`src/rtl/ysyx_23060203_sb_pkg.sv`:
```
`default_nettype none
// ysyx_23060203_sb_pkg: shared register-index type and perf event list for the IDU scoreboard.
// Revision: 1.0
package ysyx_23060203_sb_pkg;

  localparam int REG_W = 5;

  typedef logic [REG_W-1:0] reg_idx_t;

  typedef enum logic [3:0] {
    PERF_IFU_FETCH,
    PERF_IFU_STALL,
    PERF_IDU_INST,
    PERF_LSU_LOAD,
    PERF_LSU_STORE,
    PERF_IDU_RAW,
    PERF_IDU_WAW,
    PERF_NUM
  } perf_event_e;

endpackage
`default_nettype wire

```
`src/rtl/ysyx_23060203_sb_cnt.sv`:
```
`default_nettype none
// ysyx_23060203_sb_cnt: per-register pending-write counter, +1 on issue, -N on writeback, clamped.
// Revision: 1.0
module ysyx_23060203_sb_cnt #(
  parameter int CNT_W = 2,
  parameter int DEC_W = 2
) (
  input  logic             clk,
  input  logic             rst_n,
  input  logic             i_inc,
  input  logic [DEC_W-1:0] i_dec,
  output logic [CNT_W-1:0] o_cnt
);

  localparam int SW = ((CNT_W > DEC_W) ? CNT_W : DEC_W) + 1;

  logic [CNT_W-1:0] r_cnt;
  logic             w_full;
  logic [SW-1:0]    w_up;
  logic [SW-1:0]    w_dn;
  logic             w_under;
  logic [CNT_W-1:0] w_next;

  assign w_full  = &r_cnt;
  // An issue into a saturated counter is dropped so the count sticks at max.
  assign w_up    = SW'(r_cnt) + SW'(i_inc & ~w_full);
  assign w_dn    = SW'(i_dec);
  assign w_under = (w_dn > w_up);
  assign w_next  = w_under ? '0 : CNT_W'(w_up - w_dn);

  always_ff @(posedge clk or negedge rst_n) begin
    if (!rst_n) r_cnt <= '0;
    else        r_cnt <= w_next;
  end

  assign o_cnt = r_cnt;

`ifndef SYNTHESIS
  always @(posedge clk) begin
    if (rst_n) begin
      if (i_inc && w_full) $error("sb_cnt: issue while counter saturated");
      if (w_under)         $error("sb_cnt: writeback underflow");
    end
  end
`endif

endmodule
`default_nettype wire

```
`src/rtl/ysyx_23060203_idu_scoreboard.sv`:
```
`default_nettype none
// ysyx_23060203_idu_scoreboard: multi-writer GPR scoreboard flagging RAW/WAW/full hazards for IDU.
// Revision: 1.0
module ysyx_23060203_idu_scoreboard
  import ysyx_23060203_sb_pkg::*;
#(
  parameter int NREG      = 32,
  parameter int CNT_W     = 2,
  parameter int NWB       = 2,
  parameter int WAW_CHK   = 1,
  parameter int WB_BYPASS = 0
) (
  input  logic               clock,
  input  logic               reset,
  input  reg_idx_t           rs1,
  input  logic               rs1_en,
  input  reg_idx_t           rs2,
  input  logic               rs2_en,
  input  reg_idx_t           rd,
  output logic               hazard,
  input  logic               iss_fire,
  input  logic [NWB-1:0]     wb_en,
  input  logic [NWB*REG_W-1:0] wb_rd,
  output logic               idle
);

  localparam int NSLOT = 1 << REG_W;
  localparam int DEC_W = $clog2(NWB + 1);

  logic [CNT_W-1:0] w_cnt [NSLOT];
  logic [NSLOT-1:0] w_wb_hit;
  logic [NSLOT-1:0] w_busy;

  // Every 5-bit index gets a slot so lookups never go out of range; untracked ones read as zero.
  generate
    for (genvar r = 0; r < NSLOT; r++) begin : g_reg
      if (r == 0 || r >= NREG) begin : g_none
        assign w_cnt[r]    = '0;
        assign w_wb_hit[r] = 1'b0;
        assign w_busy[r]   = 1'b0;
      end else begin : g_trk
        logic             w_inc;
        logic [DEC_W-1:0] w_dec;

        assign w_inc = iss_fire & (rd == reg_idx_t'(r));

        always_comb begin
          w_dec = '0;
          for (int k = 0; k < NWB; k++) begin
            if (wb_en[k] && (wb_rd[k*REG_W +: REG_W] == reg_idx_t'(r))) w_dec = w_dec + DEC_W'(1);
          end
        end

        ysyx_23060203_sb_cnt #(
          .CNT_W (CNT_W),
          .DEC_W (DEC_W)
        ) u_cnt (
          .clk   (clock),
          .rst_n (reset),
          .i_inc (w_inc),
          .i_dec (w_dec),
          .o_cnt (w_cnt[r])
        );

        assign w_wb_hit[r] = |w_dec;
        assign w_busy[r]   = |w_cnt[r];
      end
    end
  endgenerate

  logic [CNT_W-1:0] w_c1, w_c2, w_cd;
  logic             w_rs1_pend, w_rs2_pend, w_rs_haz, w_waw, w_full;

  assign w_c1 = w_cnt[rs1];
  assign w_c2 = w_cnt[rs2];
  assign w_cd = w_cnt[rd];

  // With bypass, the last outstanding write landing this cycle is visible through the regfile.
  assign w_rs1_pend = rs1_en && (rs1 != '0) && (w_c1 != '0) &&
                      !((WB_BYPASS != 0) && (w_c1 == CNT_W'(1)) && w_wb_hit[rs1]);
  assign w_rs2_pend = rs2_en && (rs2 != '0) && (w_c2 != '0) &&
                      !((WB_BYPASS != 0) && (w_c2 == CNT_W'(1)) && w_wb_hit[rs2]);
  assign w_rs_haz   = w_rs1_pend || w_rs2_pend;
  assign w_waw      = (WAW_CHK != 0) && (rd != '0) && (w_cd != '0);
  assign w_full     = (rd != '0) && (w_cd == {CNT_W{1'b1}});

  assign hazard = w_rs_haz || w_waw || w_full;
  assign idle   = ~|w_busy;

`ifndef SYNTHESIS
  longint unsigned r_perf_cnt [int'(PERF_NUM)];

  always_ff @(posedge clock or negedge reset) begin
    if (!reset) begin
      for (int i = 0; i < int'(PERF_NUM); i++) r_perf_cnt[i] <= '0;
    end else if (hazard) begin
      if (w_rs_haz) r_perf_cnt[int'(PERF_IDU_RAW)] <= r_perf_cnt[int'(PERF_IDU_RAW)] + 1;
      else          r_perf_cnt[int'(PERF_IDU_WAW)] <= r_perf_cnt[int'(PERF_IDU_WAW)] + 1;
    end
  end
`endif

endmodule
`default_nettype wire

```
`config.mk`:
```
export PLATFORM = sky130hd
export DESIGN_NAME = ysyx_23060203_idu_scoreboard
export DESIGN_NICKNAME = d
export VERILOG_FILES = /design/src/rtl/ysyx_23060203_sb_pkg.sv /design/src/rtl/ysyx_23060203_sb_cnt.sv /design/src/rtl/ysyx_23060203_idu_scoreboard.sv
export SDC_FILE = /design/constraint.sdc
export NUM_CORES = 1
export LEC_CHECK = 0
export ABC_AREA = 1
export ABC_CLOCK_PERIOD_IN_PS = 2400
export BUFFER_PORTS_ARGS = -buffer_cell sky130_fd_sc_hd__clkbuf_2
export CORE_MARGIN = 2
export CORE_UTILIZATION = 58
export CTS_CLUSTER_DIAMETER = 60
export CTS_CLUSTER_SIZE = 12
export DETAILED_ROUTE_END_ITERATION = 7
export GPL_TIMING_DRIVEN = 0
export PLACE_DENSITY = 0.76
export SKIP_LAST_GASP = 1
export SLEW_MARGIN = 20
export SYNTH_ARGS = -nofsm -noshare
export SYNTH_HDL_FRONTEND = slang
export SYNTH_SLANG_ARGS = --single-unit
```
`constraint.sdc`:
```
create_clock -name clock -period 2.4 [get_ports clock]
set_input_delay 0.36 -clock clock [delete_from_list [all_inputs] [get_ports clock]]
set_output_delay 0.36 -clock clock [all_outputs]
set_load 0.02 [all_outputs]
```
==> impl_metrics.json, run 1 <==
{
  "largest_reg_flops": 62,
  "num-nets-final": 1491,
  "synth_nets": 1448,
  "whs_ns": 0.488,
  "synth_area_mm2": 0.00797,
  "cp_max_fo": 10,
  "grt_pass1_vias": 7234,
  "finalSetupViolCount": 0,
  "postSynthAreaPerCell_um2": 6.48,
  "die_w_um": 121,
  "io_pins": 34,
  "max_cap_viol_count": 0,
  "ys_types": 25,
  "critical_path.cell_chain": "clkbuf_2 -> nand2_1 -> clkbuf_2 -> a211oi_1 -> ha_1 -> ha_1 -> inv_1 -> ha_1 -> inv_1 -> nor2_1 -> nor2_1 -> nor2_1 -> nand2_1 -> nand2_1 -> inv_1",
  "cts_buffer_depth": 2,
  "clock-sinks": 62,
  "layout_commonest_cell": "nand2_1",
  "ir_worst_vdd_mv": 0.311,
  "place_area_mm2": 0.00836,
  "rrSetupSlack_ns": 0.36,
  "ant_nets": 0,
  "ys.flop_type": "dfrtp_1",
  "syn2layout_area_growth_pct": 9.28,
  "clock.fmax_ghz": 0.438,
  "reg2reg_depth": 12,
  "vias_per_cell": 5.32,
  "critPathSlowestCell": "a211oi_1",
  "dr.pass1.iters": 5,
  "wirelength_mm": 21.5,
  "grt_max_degree": 40,
  "crit_buf_inv": 5,
  "reg2reg_from": "g_reg[24].g_trk.u_cnt.o_cnt[1]",
  "mostFrequentLayoutCells": "nand2_1, nor2_1, inv_1",
  "dp_hpwl_mm": 17.1,
  "worstMarginPinSlew_ns": 0.702,
  "status": "complete, no violations",
  "p_leak_nw": 5.36,
  "slew_headroom": 0.532,
  "critPathLaunchType": "input pin",
  "min_period_ns": 2.28,
  "grt_overflow_total": 0,
  "vias": 7735,
  "core_mm2": 0.0133,
  "powerDensity_mw_per_mm2": 342,
  "crit_required_ns": 2.64,
  "gp_congestion": 1.05,
  "port_buffers": 30,
  "cts_tree": "done",
  "min_period_over_period": 0.951,
  "crit_path_end_kind": "flop",
  "hold_path_class": "in -> async",
  "yosysWarnings": 0,
  "slew_violations": 0,
  "critPathKind": "in -> reg",
  "yosys_register_bits": 62,
  "wl_per_cell_um": 14.8,
  "drt_iter0_drc": 661,
  "synthCells": 1230,
  "r2r_end": "g_reg[24].g_trk.u_cnt.o_cnt[1]",
  "synthArstFlopShare": 1.00,
  "drive_gt1_frac": 0.0587,
  "hold_violations": 0,
  "synth_edf_count": 0,
  "clk_latency_ns": 0.34,
  "ys_seq_area_frac": 0.195,
  "fin_area_mm2": 0.00871,
  "cts_made_buffers": 9,
  "die_area_mm2": 0.0147,
  "cts_root_buf": "clkbuf_16",
  "clkTransAtPathRegs_ns": 0.06,
  "die_h_um": 121,
  "htreeDepth": 3,
  "cp.arrival_ns": 2.52,
  "diodes": 0,
  "post_cts_buffers": 0,
  "critPathTopFamily": "adder cells",
  "initial_core_util": 0.597,
  "drc": 0,
  "grt_antenna_before_repair": 1,
  "cpPeakStageDelay_ns": 0.35,
  "rsz0062_at_grt": "true",
  "skew_ns": 0.00650,
  "grt_pass1_wl_mm": 35.2,
  "grt_use_total": 0.309,
  "rows": 42
}
## metrics by stage
stage | instances | utilization | setup slack, ns | power (mW) | setup TNS, ns
2_1_floorplan | 1230 | - | 0.200 | 1.51 | 0
5_1_grt | 1453 | 0.652 | -0.0686 | 3.13 | -0.149
6_report | 1453 | 0.652 | 0.118 | 2.98 | 0
4_1_cts | 1453 | 0.648 | 0.0164 | 2.97 | 0
3_3_place_gp | 1436 | 0.625 | -0.557 | 1.72 | -20.51
3_5_place_dp | 1437 | 0.626 | -0.625 | 1.74 | -23.73
## cell families after synthesis
kind of cell	Yosys count	synth area share
adders and majority gates	186	0.292
buffers and inverters	222	0.106
and+or+nand+nor	673	0.326
AOI/OAI and AO/OA	56	0.0468
xor gates and xnor gates	31	0.0341
DFF	62	0.195
## report_power, final
part	switching [mW]	internal, mW	leakage (nW)
registers	0.0301	1.06	0.865
clock network	0.486	0.749	0.133
logic	0.440	0.212	4.37
## worst max path at each step
stage          start                             end  slack, ns  depth (start not counted)
2_1_floorplan  rd[1]  g_reg[30].g_trk.u_cnt.o_cnt[1]       0.20                         16
3_3_place_gp   rd[4]  g_reg[14].g_trk.u_cnt.o_cnt[1]      -0.56                         16
3_5_place_dp   rd[4]  g_reg[14].g_trk.u_cnt.o_cnt[1]      -0.63                         16
4_1_cts        rd[3]  g_reg[24].g_trk.u_cnt.o_cnt[1]       0.02                         16
5_1_grt        rd[3]  g_reg[10].g_trk.u_cnt.o_cnt[1]      -0.07                         16
6_report       rd[4]  g_reg[24].g_trk.u_cnt.o_cnt[1]       0.12                         15
## synthesized netlist by cell type, types with 6 or more instances
cell type  instances  area [um^2]
buf_2              9         45.0
nand4_1            6         37.5
ha_1             186         2330
inv_1            203          762
o21ai_0            8         40.0
clkbuf_1           7         26.3
dfrtp_1           62         1550
nand3_1           21          105
a21oi_1           11         55.1
a211oi_1          31          233
xnor2_1           31          272
nor2_1           253          950
nand2_1          379         1420
## layer usage
metal	GRT usage	vias up	wire, um
met5	0	-	14
met4	0.114	2	574
met3	0.0479	44	1640
met2	0.519	274	9840
met1	0.400	3525	9430
li1	-	3890	-
## what timing repair did
action                                 in CTS  in global routing
pin swaps                                   0                  1
setup endpoints to repair                  31                 41
hold buffers                                1                  0
endpoints found under the hold margin      23                  0
cloned                                      0                  0
gates resized for setup                     4                 26
## cell type report
cell class	count	area, um^2
buffer	17	88.8
clock buffer	14	264
timing repair buffer	32	183
inverter	205	769
fill	1299	4640
tap	176	220
multi-input combinational	946	5630
clock inverter	1	5.00
sequential	62	1550
Note: power is estimated with default switching activity, not from simulation.
==> run 2: changes to the inputs <==
--- a/config.mk
+++ b/config.mk
@@ -9,12 +9,11 @@
 export ABC_CLOCK_PERIOD_IN_PS = 2400
 export BUFFER_PORTS_ARGS = -buffer_cell sky130_fd_sc_hd__clkbuf_2
 export CORE_MARGIN = 2
-export CORE_UTILIZATION = 58
+export CORE_UTILIZATION = 35
 export CTS_CLUSTER_DIAMETER = 60
 export CTS_CLUSTER_SIZE = 12
 export DETAILED_ROUTE_END_ITERATION = 7
 export GPL_TIMING_DRIVEN = 0
-export PLACE_DENSITY = 0.76
 export SKIP_LAST_GASP = 1
 export SLEW_MARGIN = 20
 export SYNTH_ARGS = -nofsm -noshare
==> constraint.sdc (replaced) <==
create_clock -name clock -period 2.4 [get_ports clock]
set_input_delay 0.48 -clock clock [delete_from_list [all_inputs] [get_ports clock]]
set_output_delay 0.48 -clock clock [all_outputs]
set_load 0.02 [all_outputs]
==> impl_metrics.json, run 2 (same netlist as run 1, synthesis figures left out) <==
{
  "cts_made_buffers": 9,
  "regArea_mm2": 0.00155,
  "vias_per_cell": 4.86,
  "whs_ns": 0.0835,
  "grt_overflow_total": 0,
  "finalSetupViolCount": 0,
  "drc": 0,
  "multiInputGateArea_mm2": 0.00573,
  "slew_violations": 0,
  "skew_ns": 0.00423,
  "cts_tree": "done",
  "vias": 7601,
  "drive_gt1_frac": 0.0837,
  "clk_latency_ns": 0.35,
  "hold_path_class": "in -> async",
  "mostFrequentLayoutCells": "nand2_1, nor2_1, inv_1",
  "critPathKind": "in -> out",
  "cp_max_fo": 7,
  "status": "complete, no violations",
  "port_buffers": 30,
  "num-nets-final": 1491,
  "ant_nets": 0,
  "grt_use_total": 0.199,
  "die_w_um": 155,
  "io_pins": 34,
  "clock.fmax_ghz": 0.421,
  "die_h_um": 155,
  "cts_root_buf": "clkbuf_16",
  "max_cap_viol_count": 0,
  "wl_per_cell_um": 14.8,
  "gp_congestion": 1.02,
  "layout_commonest_cell": "nand2_1",
  "core_mm2": 0.0225,
  "clkTransAtPathRegs_ns": 0.06,
  "nFillCells": 2377,
  "crit_path_end_kind": "primary output",
  "rsz0062_at_grt": "true",
  "wirelength_mm": 23.1,
  "rows": 55,
  "largest_reg_flops": 62,
  "r2r_end": "g_reg[18].g_trk.u_cnt.o_cnt[1]",
  "die_area_mm2": 0.0240,
  "slew_headroom": 0.550,
  "diodes": 0,
  "grt_antenna_before_repair": 0,
  "grt_pass1_wl_mm": 37.0,
  "rrSetupSlack_ns": 0.42,
  "postCtsHoldBufs": 0,
  "worstMarginPinSlew_ns": 0.673,
  "syn2layout_area_growth_pct": 13.5,
  "min_period_over_period": 0.989,
  "hold_violations": 0,
  "initial_core_util": 0.354,
  "p_leak_nw": 5.42,
  "htreeDepth": 3,
  "reg2reg_from": "g_reg[18].g_trk.u_cnt.o_cnt[1]",
  "dp_hpwl_mm": 18.6,
  "fin_area_mm2": 0.00904,
  "grt_max_degree": 36,
  "place_area_mm2": 0.00850,
  "crit_end": "hazard",
  "crit_path_start": "rd[0]",
  "drt_iter0_drc": 522,
  "min_period_ns": 2.37,
  "clock-sinks": 62,
  "critPathLaunchType": "input pin",
  "grt_pass1_vias": 7129,
  "reg2reg_depth": 12,
  "powerDensity_mw_per_mm2": 353,
  "crit_required_ns": 1.92,
  "dr.pass1.iters": 5,
  "cts_buffer_depth": 2,
  "cp.arrival_ns": 1.89,
  "ir_worst_vdd_mv": 0.222
}
## run 2: cell count changes in the layout (fill, tap and decap cells not counted), sizes merged
cell	change
clkbuf	-5
clkinvlp	+4
buf	+2
bufinv	+1
clkinv	-1
dlygate4sd3	-1
inv	+1
## run 2: timing repair
item / CTS / global route
pin swaps: 0 / 5
resized for setup: 22 / 64
setup endpoints to repair: 53 / 48
buffers inserted: 0 / 1
## run 2: critical path, cell delays in order
cell	delay, ns
buf_4	0.15
inv_4	0.12
nor2_4	0.09
buf_12	0.13
nand2_1	0.05
nand3_1	0.07
nand2_1	0.11
nand2_1	0.09
o21ai_1	0.13
nand2_1	0.07
nor2_2	0.15
nand3_1	0.08
buf_2	0.16
## run 2: through the flow
stage | setup WS (ns) | std cells | TNS, ns | power (mW) | utilization
finish | 0.0271 | 1563 | 0 | 3.19 | 0.402
global route | -0.0630 | 1563 | -0.0815 | 3.34 | 0.402
CTS | -0.0147 | 1562 | -0.0277 | 3.18 | 0.394
detailed placement | -0.831 | 1546 | -34.30 | 1.75 | 0.378
global placement | -0.789 | 1545 | -33.82 | 1.74 | 0.377
floorplan | 0.0802 | 1230 | 0 | 1.51 | -
## run 2: metal layers
layer	track usage	up-vias	wire (um)
met5	0	-	0
met4	0.0714	0	640
met3	0.0337	42	1450
met2	0.326	207	10400
met1	0.265	3467	10600
li1	-	3885	-
## run 2: cell type report
class	count	area share
multi-input combinational	946	0.633
sequential	62	0.172
inverter	205	0.0858
tap	285	0.0394
clock buffer	10	0.0264
timing repair buffer	32	0.0219
buffer	17	0.0138
clock inverter	6	0.00775
## run 2: worst min-delay path by stage
stage	slack, ns	cells past startpoint	endpoint	from
global placement	0.71	3	g_reg[14].g_trk.u_cnt.o_cnt[0]	g_reg[14].g_trk.u_cnt.o_cnt[1]
finish	0.08	1	g_reg[6].g_trk.u_cnt.o_cnt[1]	reset
CTS	0.10	1	g_reg[7].g_trk.u_cnt.o_cnt[1]	reset
global route	0.11	1	g_reg[6].g_trk.u_cnt.o_cnt[1]	reset
detailed placement	0.48	1	g_reg[6].g_trk.u_cnt.o_cnt[1]	reset
floorplan	0.18	0	g_reg[10].g_trk.u_cnt.o_cnt[0]	reset
## run 2: power breakdown
part / switching (mW) / internal [mW] / leakage [nW] / total (mW)
logic: 0.460 / 0.226 / 4.41 / 0.685
registers: 0.0307 / 1.06 / 0.865 / 1.09
clock network: 0.577 / 0.838 / 0.141 / 1.42
total: 1.07 / 2.13 / 5.42 / 3.19
==> run 3: changes to the inputs <==
--- a/config.mk
+++ b/config.mk
@@ -14,6 +14,7 @@
 export CTS_CLUSTER_SIZE = 12
 export DETAILED_ROUTE_END_ITERATION = 7
 export GPL_TIMING_DRIVEN = 0
+export RECOVER_POWER = 50
 export SKIP_LAST_GASP = 1
 export SLEW_MARGIN = 20
 export SYNTH_ARGS = -nofsm -noshare
==> impl_metrics.json, run 3 (same netlist as run 1, synthesis figures left out) <==
{
  "cts_buffer_depth": 2,
  "crit_path_end_kind": "primary output",
  "slew_headroom": -0.0539,
  "grt_max_degree": 36,
  "cp_max_fo": 10,
  "finalSetupViolCount": 0,
  "wl_met3_mm": 1.44,
  "dp_hpwl_mm": 18.6,
  "place_ws_ns": -0.831,
  "clock.fmax_ghz": 0.421,
  "ant_nets": 0,
  "worstMarginPinSlew_ns": 1.58,
  "rows": 55,
  "p_leak_nw": 5.41,
  "hold_path_class": "in -> async",
  "drive_gt1_frac": 0.0829,
  "clock-sinks": 62,
  "cp.arrival_ns": 1.89,
  "critPathKind": "in -> out",
  "grt_pass1_vias": 7129,
  "vias_per_cell": 4.87,
  "wirelength_mm": 23.2,
  "grt_use_total": 0.199,
  "die_w_um": 155,
  "postCtsHoldBufs": 0,
  "dr.pass1.iters": 5,
  "initial_core_util": 0.354,
  "cts_root_buf": "clkbuf_16",
  "core_mm2": 0.0225,
  "port_buffers": 30,
  "drt_iter0_drc": 521,
  "drt-met1-wl_mm": 10.7,
  "top_layer": "met4",
  "clk_latency_ns": 0.35,
  "grt_antenna_before_repair": 0,
  "met2_length_mm": 10.3,
  "die_area_mm2": 0.0240,
  "min_period_ns": 2.37,
  "crit_required_ns": 1.92,
  "wl_per_cell_um": 14.8,
  "gp_congestion": 1.02,
  "nFillCells": 2380,
  "die_h_um": 155,
  "num-nets-final": 1491,
  "grt_overflow_total": 0,
  "drc": 0,
  "max_cap_viol_count": 1,
  "largest_reg_flops": 62,
  "cts_made_buffers": 9,
  "final_core_util": 0.401,
  "clkTransAtPathRegs_ns": 0.06,
  "mostFrequentLayoutCells": "nand2_1, nor2_1, inv_1",
  "diodes": 0,
  "syn2layout_area_growth_pct": 13.3,
  "finalPower_mw": 3.19,
  "skew_ns": 0.00433,
  "status": "finished, violations left",
  "powerDensity_mw_per_mm2": 353,
  "cts_tree": "done",
  "layout_commonest_cell": "nand2_1",
  "slew_violations": 29,
  "ir_worst_vdd_mv": 0.222,
  "min_period_over_period": 0.989,
  "rsz0062_at_grt": "true",
  "htreeDepth": 3,
  "finalSetupTns_ns": 0,
  "grt_pass1_wl_mm": 37.0,
  "hold_violations": 0,
  "vias": 7605,
  "setup_slack_ns": 0.0271,
  "io_pins": 34,
  "critPathLaunchType": "input pin",
  "violations": "max-capacitance violations, max-slew violations"
}
==> run 3: per-stage QoR <==
step | std cells | area (um^2) | hold WS, ns
5_1_grt | 1563 | 9030 | 0.662
4_1_cts | 1562 | 8860 | 0.105
2_1_floorplan | 1230 | 7970 | 0.184
6_report | 1563 | 9030 | 0.509
3_5_place_dp | 1546 | 8500 | 0.480
3_3_place_gp | 1545 | 8470 | 0.708
==> run 3: power by group <==
group | internal, mW | leakage, nW | total [mW] | switching (mW)
sequential | 1.06 | 0.865 | 1.09 | 0.0305
combinational | 0.223 | 4.40 | 0.682 | 0.459
clock | 0.838 | 0.141 | 1.41 | 0.574
==> run 3: path summary, 6_finish.rpt <==
check | to | slack, ns | cells past startpoint | start
max in group asynchronous | g_reg[17].g_trk.u_cnt.o_cnt[1] | 0.47 | 2 | reset
min reg2reg | g_reg[7].g_trk.u_cnt.o_cnt[0] | 0.74 | 3 | g_reg[7].g_trk.u_cnt.o_cnt[1]
max reg2reg | g_reg[16].g_trk.u_cnt.o_cnt[1] | 0.42 | 12 | g_reg[16].g_trk.u_cnt.o_cnt[1]
max | hazard | 0.03 | 13 | rd[0]
min in group clock | g_reg[7].g_trk.u_cnt.o_cnt[0] | 0.74 | 3 | g_reg[7].g_trk.u_cnt.o_cnt[1]
min | g_reg[6].g_trk.u_cnt.o_cnt[1] | 0.51 | 1 | reset
==> run 3: worst max-delay path: stages <==
cell      delay [ns]
buf_4           0.15
clkbuf_4        0.21
nand2_1         0.08
nand2_1         0.05
nand2_1         0.06
nand3_1         0.07
nand2_1         0.11
nand2_1         0.09
o21ai_1         0.13
nand2_1         0.07
nor2_2          0.15
nand3_1         0.08
buf_2           0.16
==> run 3: layout make-up <==
type                       instances  area, um^2  share of cell area
multi-input combinational        946        5730               0.635
sequential                        62        1550               0.172
inverter                         205         776              0.0859
tap                              285         357              0.0395
clock buffer                      10         239              0.0265
timing repair buffer              32         181              0.0201
buffer                            17         125              0.0139
clock inverter                     6        70.1             0.00776
==> run 3: what timing repair did <==
action,CTS,global route
endpoints found under the setup margin,53,48
endpoints found under the hold margin,0,0
pin swaps,0,5
setup buffers,0,1
gates resized for setup,22,64
==> run 3: routing by layer <==
| layer | up-vias | GRT usage |
|---|---|---|
| met2 | 187 | 0.326 |
| li1 | 3885 | - |
| met1 | 3491 | 0.265 |
| met5 | - | 0 |
| met3 | 42 | 0.0337 |
| met4 | 0 | 0.0714 |
